$ cat config.mk
export PLATFORM = sky130hd
export DESIGN_NAME = bridge_sg2_responder
export DESIGN_NICKNAME = d
export VERILOG_FILES = /design/src/rtl/bridge_sg2_responder.sv
export SDC_FILE = /design/constraint.sdc
export NUM_CORES = 1
export LEC_CHECK = 0
export CAP_MARGIN = 20
export CORE_MARGIN = 4
export CORE_UTILIZATION = 45
export CTS_BUF_LIST = sky130_fd_sc_hd__clkbuf_2
export CTS_CLUSTER_DIAMETER = 30
export DETAILED_ROUTE_END_ITERATION = 7
export GPL_TIMING_DRIVEN = 1
export PLACE_DENSITY = 0.77
export SLEW_MARGIN = 20
export SYNTH_ARGS = -nofsm -noshare
export SYNTH_HDL_FRONTEND = slang
export SYNTH_SLANG_ARGS = --single-unit
$ cat constraint.sdc
create_clock -name clk -period 1.8 [get_ports clk]
set_input_delay 0.36 -clock clk [delete_from_list [all_inputs] [get_ports clk]]
set_output_delay 0.36 -clock clk [all_outputs]
set_load 0.05 [all_outputs]
$ cat src/rtl/bridge_sg2_responder.sv
// ============================================================================
// Module   : bridge_sg2_responder
// Brief    : Slave-group-2 responder for the bit-serial system bus. Receives
//            request frames, issues a local valid/ready transfer, and acks /
//            serialises read data back. Optional macro: BRIDGE_SG2_PARITY_EN.
// Revision : 1.0 - initial release
// ============================================================================
`default_nettype none

module bridge_sg2_responder #(
  parameter int ADDR_W = 12,
  parameter int DATA_W = 8
) (
  input  logic              clk,
  input  logic              rstn,
  input  logic              b_rw,
  input  logic              b_bus_out,
  output logic              b_ack,
  output logic              b_sbst,
  output logic              b_bus_in,
  output logic              s_valid,
  output logic              s_write,
  output logic [ADDR_W-1:0] s_addr,
  output logic [DATA_W-1:0] s_wdata,
  input  logic              s_ready,
  input  logic [DATA_W-1:0] s_rdata,
  input  logic              s_rvalid
`ifdef BRIDGE_SG2_PARITY_EN
  ,
  output logic [7:0]        par_err_cnt
`endif
);

  localparam int MAX_W = (ADDR_W > DATA_W) ? ADDR_W : DATA_W;
  localparam int CNT_W = $clog2(MAX_W + 1);
`ifdef BRIDGE_SG2_PARITY_EN
  localparam bit PAR_EN = 1'b1;
`else
  localparam bit PAR_EN = 1'b0;
`endif

  localparam logic [CNT_W-1:0] ADDR_LAST = CNT_W'(ADDR_W - 1);
  localparam logic [CNT_W-1:0] DATA_LAST = CNT_W'(DATA_W - 1);
  // The parity slot sits one position past the last field bit.
  localparam logic [CNT_W-1:0] ADDR_PAR  = CNT_W'(ADDR_W);
  localparam logic [CNT_W-1:0] DATA_PAR  = CNT_W'(DATA_W);
  localparam logic [CNT_W-1:0] TX_LAST   = PAR_EN ? CNT_W'(DATA_W) : CNT_W'(DATA_W - 1);

  typedef enum logic [2:0] {
    IDLE     = 3'd0,
    RX_ADDR  = 3'd1,
    RX_DATA  = 3'd2,
    SLV_REQ  = 3'd3,
    SLV_WAIT = 3'd4,
    TX_START = 3'd5,
    TX_DATA  = 3'd6,
    ACK      = 3'd7
  } state_t;

  state_t            state_q,   state_d;
  logic [CNT_W-1:0]  bit_cnt_q, bit_cnt_d;
  logic              write_q,   write_d;
  logic [ADDR_W-1:0] addr_q,    addr_d;
  logic [DATA_W-1:0] data_q,    data_d;
  logic [DATA_W-1:0] rdata_q,   rdata_d;
  logic              par_q,     par_d;
  logic              tx_par_q,  tx_par_d;
`ifdef BRIDGE_SG2_PARITY_EN
  logic [7:0]        par_err_cnt_q, par_err_cnt_d;
`endif

  always_ff @(posedge clk or negedge rstn) begin
    if (!rstn) begin
      state_q   <= IDLE;
      bit_cnt_q <= '0;
      write_q   <= 1'b0;
      addr_q    <= '0;
      data_q    <= '0;
      rdata_q   <= '0;
      par_q     <= 1'b0;
      tx_par_q  <= 1'b0;
`ifdef BRIDGE_SG2_PARITY_EN
      par_err_cnt_q <= '0;
`endif
    end else begin
      state_q   <= state_d;
      bit_cnt_q <= bit_cnt_d;
      write_q   <= write_d;
      addr_q    <= addr_d;
      data_q    <= data_d;
      rdata_q   <= rdata_d;
      par_q     <= par_d;
      tx_par_q  <= tx_par_d;
`ifdef BRIDGE_SG2_PARITY_EN
      par_err_cnt_q <= par_err_cnt_d;
`endif
    end
  end

  always_comb begin
    state_d   = state_q;
    bit_cnt_d = bit_cnt_q;
    write_d   = write_q;
    addr_d    = addr_q;
    data_d    = data_q;
    rdata_d   = rdata_q;
    par_d     = par_q;
    tx_par_d  = tx_par_q;
`ifdef BRIDGE_SG2_PARITY_EN
    par_err_cnt_d = par_err_cnt_q;
`endif
    b_ack     = 1'b0;
    b_bus_in  = 1'b0;
    s_valid   = 1'b0;

    case (state_q)
      IDLE: begin
        if (b_bus_out) begin
          write_d   = b_rw;
          par_d     = b_rw;
          bit_cnt_d = '0;
          data_d    = '0;
          state_d   = RX_ADDR;
        end
      end

      RX_ADDR: begin
        if (PAR_EN && !write_q && (bit_cnt_q == ADDR_PAR)) begin
          bit_cnt_d = '0;
          if (par_q ^ b_bus_out) begin
            state_d = IDLE;
`ifdef BRIDGE_SG2_PARITY_EN
            if (par_err_cnt_q != 8'hFF) par_err_cnt_d = par_err_cnt_q + 8'd1;
`endif
          end else begin
            state_d = SLV_REQ;
          end
        end else begin
          // Fields arrive LSB first, so shift in from the top.
          addr_d = {b_bus_out, addr_q[ADDR_W-1:1]};
          par_d  = par_q ^ b_bus_out;
          if (bit_cnt_q == ADDR_LAST) begin
            if (write_q) begin
              bit_cnt_d = '0;
              state_d   = RX_DATA;
            end else if (PAR_EN) begin
              bit_cnt_d = bit_cnt_q + 1'b1;
            end else begin
              bit_cnt_d = '0;
              state_d   = SLV_REQ;
            end
          end else begin
            bit_cnt_d = bit_cnt_q + 1'b1;
          end
        end
      end

      RX_DATA: begin
        if (PAR_EN && (bit_cnt_q == DATA_PAR)) begin
          bit_cnt_d = '0;
          if (par_q ^ b_bus_out) begin
            state_d = IDLE;
`ifdef BRIDGE_SG2_PARITY_EN
            if (par_err_cnt_q != 8'hFF) par_err_cnt_d = par_err_cnt_q + 8'd1;
`endif
          end else begin
            state_d = SLV_REQ;
          end
        end else begin
          data_d = {b_bus_out, data_q[DATA_W-1:1]};
          par_d  = par_q ^ b_bus_out;
          if (bit_cnt_q == DATA_LAST) begin
            if (PAR_EN) begin
              bit_cnt_d = bit_cnt_q + 1'b1;
            end else begin
              bit_cnt_d = '0;
              state_d   = SLV_REQ;
            end
          end else begin
            bit_cnt_d = bit_cnt_q + 1'b1;
          end
        end
      end

      SLV_REQ: begin
        s_valid = 1'b1;
        if (s_ready) state_d = write_q ? ACK : SLV_WAIT;
      end

      SLV_WAIT: begin
        if (s_rvalid) begin
          rdata_d  = s_rdata;
          tx_par_d = ^s_rdata;
          state_d  = TX_START;
        end
      end

      TX_START: begin
        b_ack     = 1'b1;
        b_bus_in  = 1'b1;
        bit_cnt_d = '0;
        state_d   = TX_DATA;
      end

      TX_DATA: begin
        b_bus_in = (PAR_EN && (bit_cnt_q == DATA_PAR)) ? tx_par_q : rdata_q[0];
        rdata_d  = rdata_q >> 1;
        if (bit_cnt_q == TX_LAST) begin
          bit_cnt_d = '0;
          state_d   = IDLE;
        end else begin
          bit_cnt_d = bit_cnt_q + 1'b1;
        end
      end

      ACK: begin
        b_ack   = 1'b1;
        state_d = IDLE;
      end

      default: state_d = IDLE;
    endcase
  end

  assign b_sbst  = (state_q != IDLE);
  assign s_write = s_valid & write_q;
  assign s_addr  = s_valid ? addr_q : '0;
  assign s_wdata = s_valid ? data_q : '0;
`ifdef BRIDGE_SG2_PARITY_EN
  assign par_err_cnt = par_err_cnt_q;
`endif

endmodule

`default_nettype wire

==> key figures, run 1 <==
Run status
  • Outcome: complete, but fails checks
  • Failing checks: negative setup slack

Synthesis
  • Synth Register Bits: 36
  • Syn_area_per_cell: 10.9 um2
  • Mapped cell area: 1790 um2
  • Post-Synthesis Cells: 164
  • Net count after synthesis: 179
  • Number of distinct library cells after synthesis: 36
  • Sequential-to-total area share from yosys stat: 50.2%
  • Warnings, synthesis: 0

Worst setup path
  • Critical Path End: s_addr[1]
  • Critical path class: flop to output port
  • R2r startpoint: state_q[1]$_DFFE_PN0P_
  • Crit path DAT: 1620 ps
  • Crit Path Max Fanout: 6
  • CP Capture Type: output port
  • Critical Path RT: 1440 ps
  • Worst R2R Setup Slack: 50 ps
  • FF-to-FF path depth: 6
  • RR Endpoint: state_q[0]$_DFFE_PN0P_
  • Crit path launch: state_q[1]$_DFFE_PN0P_
  • Startpoint types: flop

Floorplan
  • Die footprint: 5060 um2
  • Die width: 71.1 um
  • Core area: 3740 um2
  • Row cnt: 22
  • Die Ht: 71.1 um
  • Starting Density: 47.9%
  • I/O pin count: 39

Job
  • Max Cap Viol: 0

Route
  • DRT iter0 DRCs: 66
  • DRC viols: 0
  • Final wirelength: 4520 um
  • Antenna-violating nets left: 0
  • Pre-Repair DR Iteration Count: 4
  • Total number of vias: 1495
  • Via-per-instance ratio: 5.46
  • DR WL/cell: 16.5 um

Timing
  • Minimum clock period: 1980 ps
  • Worst Skew: 17.2 ps
  • Worst Hold Slack: 345 ps
  • Slew Limit Fails: 0
  • Final period util: 110%
  • Worst-Margin Slew: 531 ps
  • Max_slew headroom: 64.3%
  • Final setup fails: 24
  • RSZ-0062 raised after global routing: true
  • Final WS setup: -180 ps
  • Endpoints failing hold: 0
  • Fmax: 505 MHz

Layout
  • Fraction of layout cells with a size suffix above 1: 38.5%
  • Layout fillers: 246
  • Commonest cells after routing, fill and taps aside: dfrtp_1 (35), buf_12 (24), and2_4 (20), buf_4 (16)
  • Area growth, synth to finish: 55.3%
  • ANT cells: 0
  • Net count reported at finish: 240
  • Most common cell after layout, fill and taps aside: dfrtp_1

GRT
  • First-pass GRT wire length: 6940 um
  • Pin count of the biggest net entering global routing: 37
  • Vias in the first global route: 1418
  • Antenna violations before repair: 0
  • Total grt overflow: 0
  • Total GRT Usage: 17.6%

Clocking
  • Clock sink count: 36
  • Buffer depth of the longest clock path: 2
  • CTS tree: built
  • CTS Buf Count: 5
  • H-tree Lvls: 2
  • Clk pin slew, worst setup/hold paths: 190 ps
  • Clock root cell: clkbuf_2
  • Worst-Skew Late Latency: 390 ps

Pwr
  • PD cells: 1840 nW/um2
  • Worst VDD drop: 1060 uV
  • LEAKAGE: 1.30 nW

Min path
  • Hold Crit Class: input port to async pin

Place
  • PortBufs: 38
  • Routability cong.: 0.827
  • Dpl ws: 137 ps
  • Hpwl dp: 2940 um
==> synth_stat cells, drive strengths merged <==
| cell type | number | area, um2 |
|---|---|---|
| or2 | 1 | 6.26 |
| a22oi | 1 | 21.3 |
| nor3b | 1 | 18.8 |
| nand2b | 2 | 12.5 |
| mux2i | 8 | 80.1 |
| nor2b | 5 | 31.3 |
| and4 | 1 | 8.76 |
| a211oi | 1 | 12.5 |
| nand3b | 2 | 15.0 |
| o221ai | 1 | 8.76 |
| nand3 | 2 | 10.0 |
| a41oi | 1 | 8.76 |
| inv | 5 | 18.8 |
| and3b | 1 | 8.76 |
| ha | 1 | 12.5 |
| a211o | 1 | 8.76 |
| nor2 | 4 | 15.0 |
| o21bai | 1 | 7.51 |
| o22ai | 2 | 12.5 |
| buf | 2 | 10.0 |
| nand2 | 13 | 48.8 |
| mux2 | 13 | 146 |
| and2 | 21 | 131 |
| o21ai | 12 | 60.1 |
| o211ai | 1 | 7.51 |
| nor3 | 1 | 5.00 |
| clkbuf | 5 | 18.8 |
| and2b | 1 | 10.0 |
| or3 | 2 | 12.5 |
| a31oi | 3 | 18.8 |
| xor2 | 1 | 8.76 |
| a21oi | 2 | 10.0 |
| a22o | 8 | 70.1 |
| a41o | 1 | 10.0 |
| a21o | 1 | 7.51 |
| dfrtp | 36 | 901 |
==> cells by family (layout without fill, tap and decap cells) <==
group	count (synthesis)	in the layout	synth area share [%]
AOI/OAI and AO/OA	36	36	14.7
xor gates and xnor gates	1	1	0.488
adders and majority gates	1	1	0.697
buffers and inverters	12	74	2.65
DFF	36	36	50.2
muxes	21	21	12.6
and+or+nand+nor	57	57	18.6
==> registers in the layout (all words and copies together) (netlist names) <==
| name | flops |
|---|---|
| state_q | 3 |
| bit_cnt_q | 4 |
| rdata_q | 8 |
| write_q | 1 |
| data_q | 8 |
| addr_q | 12 |
==> layer usage <==
layer,GRT usage [%],routed length [um],share of wire (%)
met5,0,0,0
met4,6.89,67,1.5
met2,29.7,2400,53
met1,20.8,1840,41
met3,5.26,212,4.7
==> how the worst min path moves through the flow <==
stage	cells after the start	to	slack, ps	from
floorplan	0	addr_q[0]$_DFFE_PN0P_	60	rstn
global placement	1	addr_q[0]$_DFFE_PN0P_	460	addr_q[0]$_DFFE_PN0P_
detailed placement	1	addr_q[0]$_DFFE_PN0P_	480	addr_q[0]$_DFFE_PN0P_
CTS	2	bit_cnt_q[0]$_DFFE_PN0P_	350	rstn
global route	2	addr_q[2]$_DFFE_PN0P_	360	rstn
finish	2	bit_cnt_q[0]$_DFFE_PN0P_	350	rstn
==> stage by stage <==
| stage | TNS [ps] | area, um2 | instances | util (%) | power, W |
|---|---|---|---|---|---|
| after CTS | -3110 | 2690 | 267 | 71.9 | 0.00483 |
| after global placement | 0 | 2520 | 251 | 67.4 | 0.00392 |
| after detailed placement | 0 | 2520 | 251 | 67.4 | 0.00407 |
| after floorplan | 0 | 1810 | 164 | - | 0.00303 |
| final | -3800 | 2790 | 274 | 74.4 | 0.00513 |
| after global routing | -5540 | 2790 | 274 | 74.4 | 0.00543 |
==> critical path, cell delays in order (launching register included) <==
cell and delay [ps]:
dfrtp_2 490, and3b_2 280, buf_6 160, and2_4 160
buf_12 140
==> power by group <==
part / switching (W) / internal, W / total (W)
Combinational: 0.00159 / 0.00157 / 0.00316
Sequential: 0.000282 / 0.00117 / 0.00145
Clock: 0.000274 / 0.000239 / 0.000513
Total: 0.00215 / 0.00298 / 0.00513
==> area by class of cell <==
| type | instances | area [um2] | area share [%] |
|---|---|---|---|
| flip-flops and latches | 36 | 902 | 32.4 |
| clock inverters | 2 | 35.0 | 1.26 |
| clock buffers | 6 | 30.0 | 1.08 |
| inverters | 5 | 18.8 | 0.674 |
| multi-input cells | 116 | 922 | 33.1 |
| repair buffers | 61 | 818 | 29.4 |
| well taps | 48 | 60.1 | 2.16 |
==> repair_timing <==
item,in CTS,in global routing
gates resized for setup,21,17
pin swaps,4,3
buffers inserted,7,4
setup endpoints to repair,24,25
hold buffers,0,0
cloned,1,3
Note: power is estimated with default switching activity, not from simulation.
==> inputs of run 2 (changes only) <==
- PLACE_DENSITY: 0.77 -> 0.7
==> key figures, run 2 (synthesis results as in run 1) <==
Floorplan
  • Row cnt: 22 (unchanged)
  • Die footprint: 5060 um2 (unchanged)
  • Die width: 71.1 um (unchanged)
  • Core area: 3740 um2 (unchanged)
  • I/O pin count: 39 (unchanged)
  • Die Ht: 71.1 um (unchanged)
  • Starting Density: 47.9% (unchanged)

Job
  • Max Cap Viol: 0 (unchanged)

Worst setup path
  • CP delay by family, top: flip-flops (unchanged)
  • Crit-path slowest cell: dfrtp_2 (unchanged)
  • CP Capture Type: output port (unchanged)
  • CP bufs+invs: 2 (unchanged)
  • Crit Path Max Fanout: 6 (unchanged)
  • Worst path max stage delay: 480 ps (was 490 ps)
  • CP Cell Sequence: and3b_2 > buf_6 > and2_4 > buf_12 (unchanged)
  • Critical Path RT: 1440 ps (about the same)
  • Crit path DAT: 1610 ps (was 1620 ps)
  • Startpoint types: flop (unchanged)
  • Critical path class: flop to output port (unchanged)

Route
  • DRT iter0 DRCs: 51 (was 66)
  • Via-per-instance ratio: 5.34 (was 5.46)
  • DR WL/cell: 15.2 um (was 16.5 um)
  • Final wirelength: 4110 um (was 4520 um)
  • Antenna-violating nets left: 0 (unchanged)
  • Pre-Repair DR Iteration Count: 4 (unchanged)
  • DRC viols: 0 (unchanged)
  • Total number of vias: 1441 (was 1495)

Clocking
  • Worst-Skew Late Latency: 370 ps (was 390 ps)
  • Buffer depth of the longest clock path: 2 (unchanged)
  • CTS Buf Count: 5 (unchanged)
  • H-tree Lvls: 2 (unchanged)
  • Hold_buf cts: 0 (unchanged)
  • Clock sink count: 36 (unchanged)
  • Clock root cell: clkbuf_2 (unchanged)
  • Clk pin slew, worst setup/hold paths: 180 ps (was 190 ps)
  • CTS tree: built (unchanged)

Place
  • Inst Count DP: 254 (was 251)
  • PortBufs: 38 (unchanged)
  • Hpwl dp: 2900 um (was 2940 um)
  • Routability cong.: 0.798 (was 0.827)
  • Dpl ws: 172 ps (was 137 ps)

GRT
  • First-pass GRT wire length: 6770 um (was 6940 um)
  • Antenna violations before repair: 0 (unchanged)
  • Pin count of the biggest net entering global routing: 37 (unchanged)
  • Vias in the first global route: 1486 (was 1418)
  • Total GRT Usage: 16.5% (was 17.6%)
  • Total grt overflow: 0 (unchanged)

Run status
  • Failing checks: negative setup slack (unchanged)
  • Outcome: complete, but fails checks (unchanged)

Timing
  • Minimum clock period: 1970 ps (was 1980 ps)
  • Final period util: 109% (was 110%)
  • Fmax: 509 MHz (was 505 MHz)
  • Slew Limit Fails: 0 (unchanged)
  • Final WS setup: -165 ps (was -180 ps)
  • Final setup fails: 23 (was 24)
  • RSZ-0062 raised after global routing: true (unchanged)
  • Max_slew headroom: 64.2% (was 64.3%)
  • Worst Hold Slack: 388 ps (was 345 ps)
  • Worst Skew: 16.9 ps (was 17.2 ps)
  • Worst-Margin Slew: 533 ps (was 531 ps)
  • Endpoints failing hold: 0 (unchanged)

Layout
  • Final core utilization: 73.5% (was 74.4%)
  • Biggest regs: addr_q (12), data_q (8), rdata_q (8) (unchanged)
  • Commonest cells after routing, fill and taps aside: dfrtp_1 (34), buf_12 (24), and2_4 (20) (was dfrtp_1 (35), buf_12 (24), and2_4 (20), buf_4 (16))
  • Fraction of layout cells with a size suffix above 1: 37.8% (was 38.5%)
  • Area growth, synth to finish: 53.3% (was 55.3%)
  • Biggest register: addr_q (unchanged)
  • ANT cells: 0 (unchanged)
  • Max FFs per register: 12 (unchanged)
  • Net count reported at finish: 236 (was 240)
  • Non-filler instance count after layout: 270 (was 274)
  • Most common cell after layout, fill and taps aside: dfrtp_1 (unchanged)

Pwr
  • Worst VDD drop: 908 uV (was 1060 uV)
  • LEAKAGE: 1.28 nW (was 1.30 nW)
  • Power Total: 0.00485 W (was 0.00513 W)
  • PD cells: 1760 nW/um2 (was 1840 nW/um2)

Min path
  • Hold Crit Class: input port to async pin (unchanged)
run 2: area by class of cell:
cell class                      instances  area, um2
Multi-Input combinational cell        116        942
Clock inverter                          1       3.75
Inverter                                5       18.8
Timing Repair Buffer                   57        787
Clock buffer                            7       35.0
Tap cell                               48       60.1
Sequential cell                        36        903
Fill cell                             273        993
run 2: power breakdown:
part / leakage [nW] / total (W) / internal (W) / switching [W]
Clock: 0.0306 / 0.000352 / 0.000104 / 0.000248
Combinational: 0.791 / 0.00306 / 0.00151 / 0.00154
Sequential: 0.459 / 0.00144 / 0.00117 / 0.000269
run 2: per-stage QoR:
| step | cell area (um2) | TNS (ps) |
|---|---|---|
| after global routing | 2750 | -4980 |
| after CTS | 2630 | -3510 |
| after floorplan | 1810 | 0 |
| after global placement | 2540 | 0 |
| final | 2750 | -3300 |
| after detailed placement | 2540 | 0 |
run 2: path summary, 6_finish.rpt:
check                                          from  cells after the start  slack [ps]                      to
max in group asynchronous                      rstn                      2        1080   data_q[1]$_DFFE_PN0P_
setup / recovery             state_q[0]$_DFFE_PN0P_                      4        -170               s_addr[1]
setup reg to reg           bit_cnt_q[0]$_DFFE_PN0P_                      5         150  state_q[2]$_DFFE_PN0P_
min in group clk             rdata_q[5]$_DFFE_PN0P_                      2         510  rdata_q[5]$_DFFE_PN0P_
hold / removal                                 rstn                      2         390   addr_q[2]$_DFFE_PN0P_
hold reg to reg              rdata_q[5]$_DFFE_PN0P_                      2         510  rdata_q[5]$_DFFE_PN0P_
run 2: worst reg2reg max path: cells and delay by family (launching register included):
kind                       cells  cell delay, ps
and+or+nand+nor                2             260
DFF                            1             430
muxes                          1             320
adders and majority gates      1             220
AOI/OAI and AO/OA              1             320
run 2: routing by layer:
layer / global-route usage (%) / up-vias / share of wire (%)
met5: 0 / - / 0
met4: 4.80 / 0 / 1.3
met3: 4.97 / 7 / 5.7
met2: 27.4 / 38 / 52
met1: 20.8 / 703 / 41
li1: - / 693 / -
run 2: timing repair:
action,in CTS,in global routing
resized for setup,7,35
buffers inserted,3,2
setup endpoints to repair,25,24
cloned,0,3
pin swaps,1,4
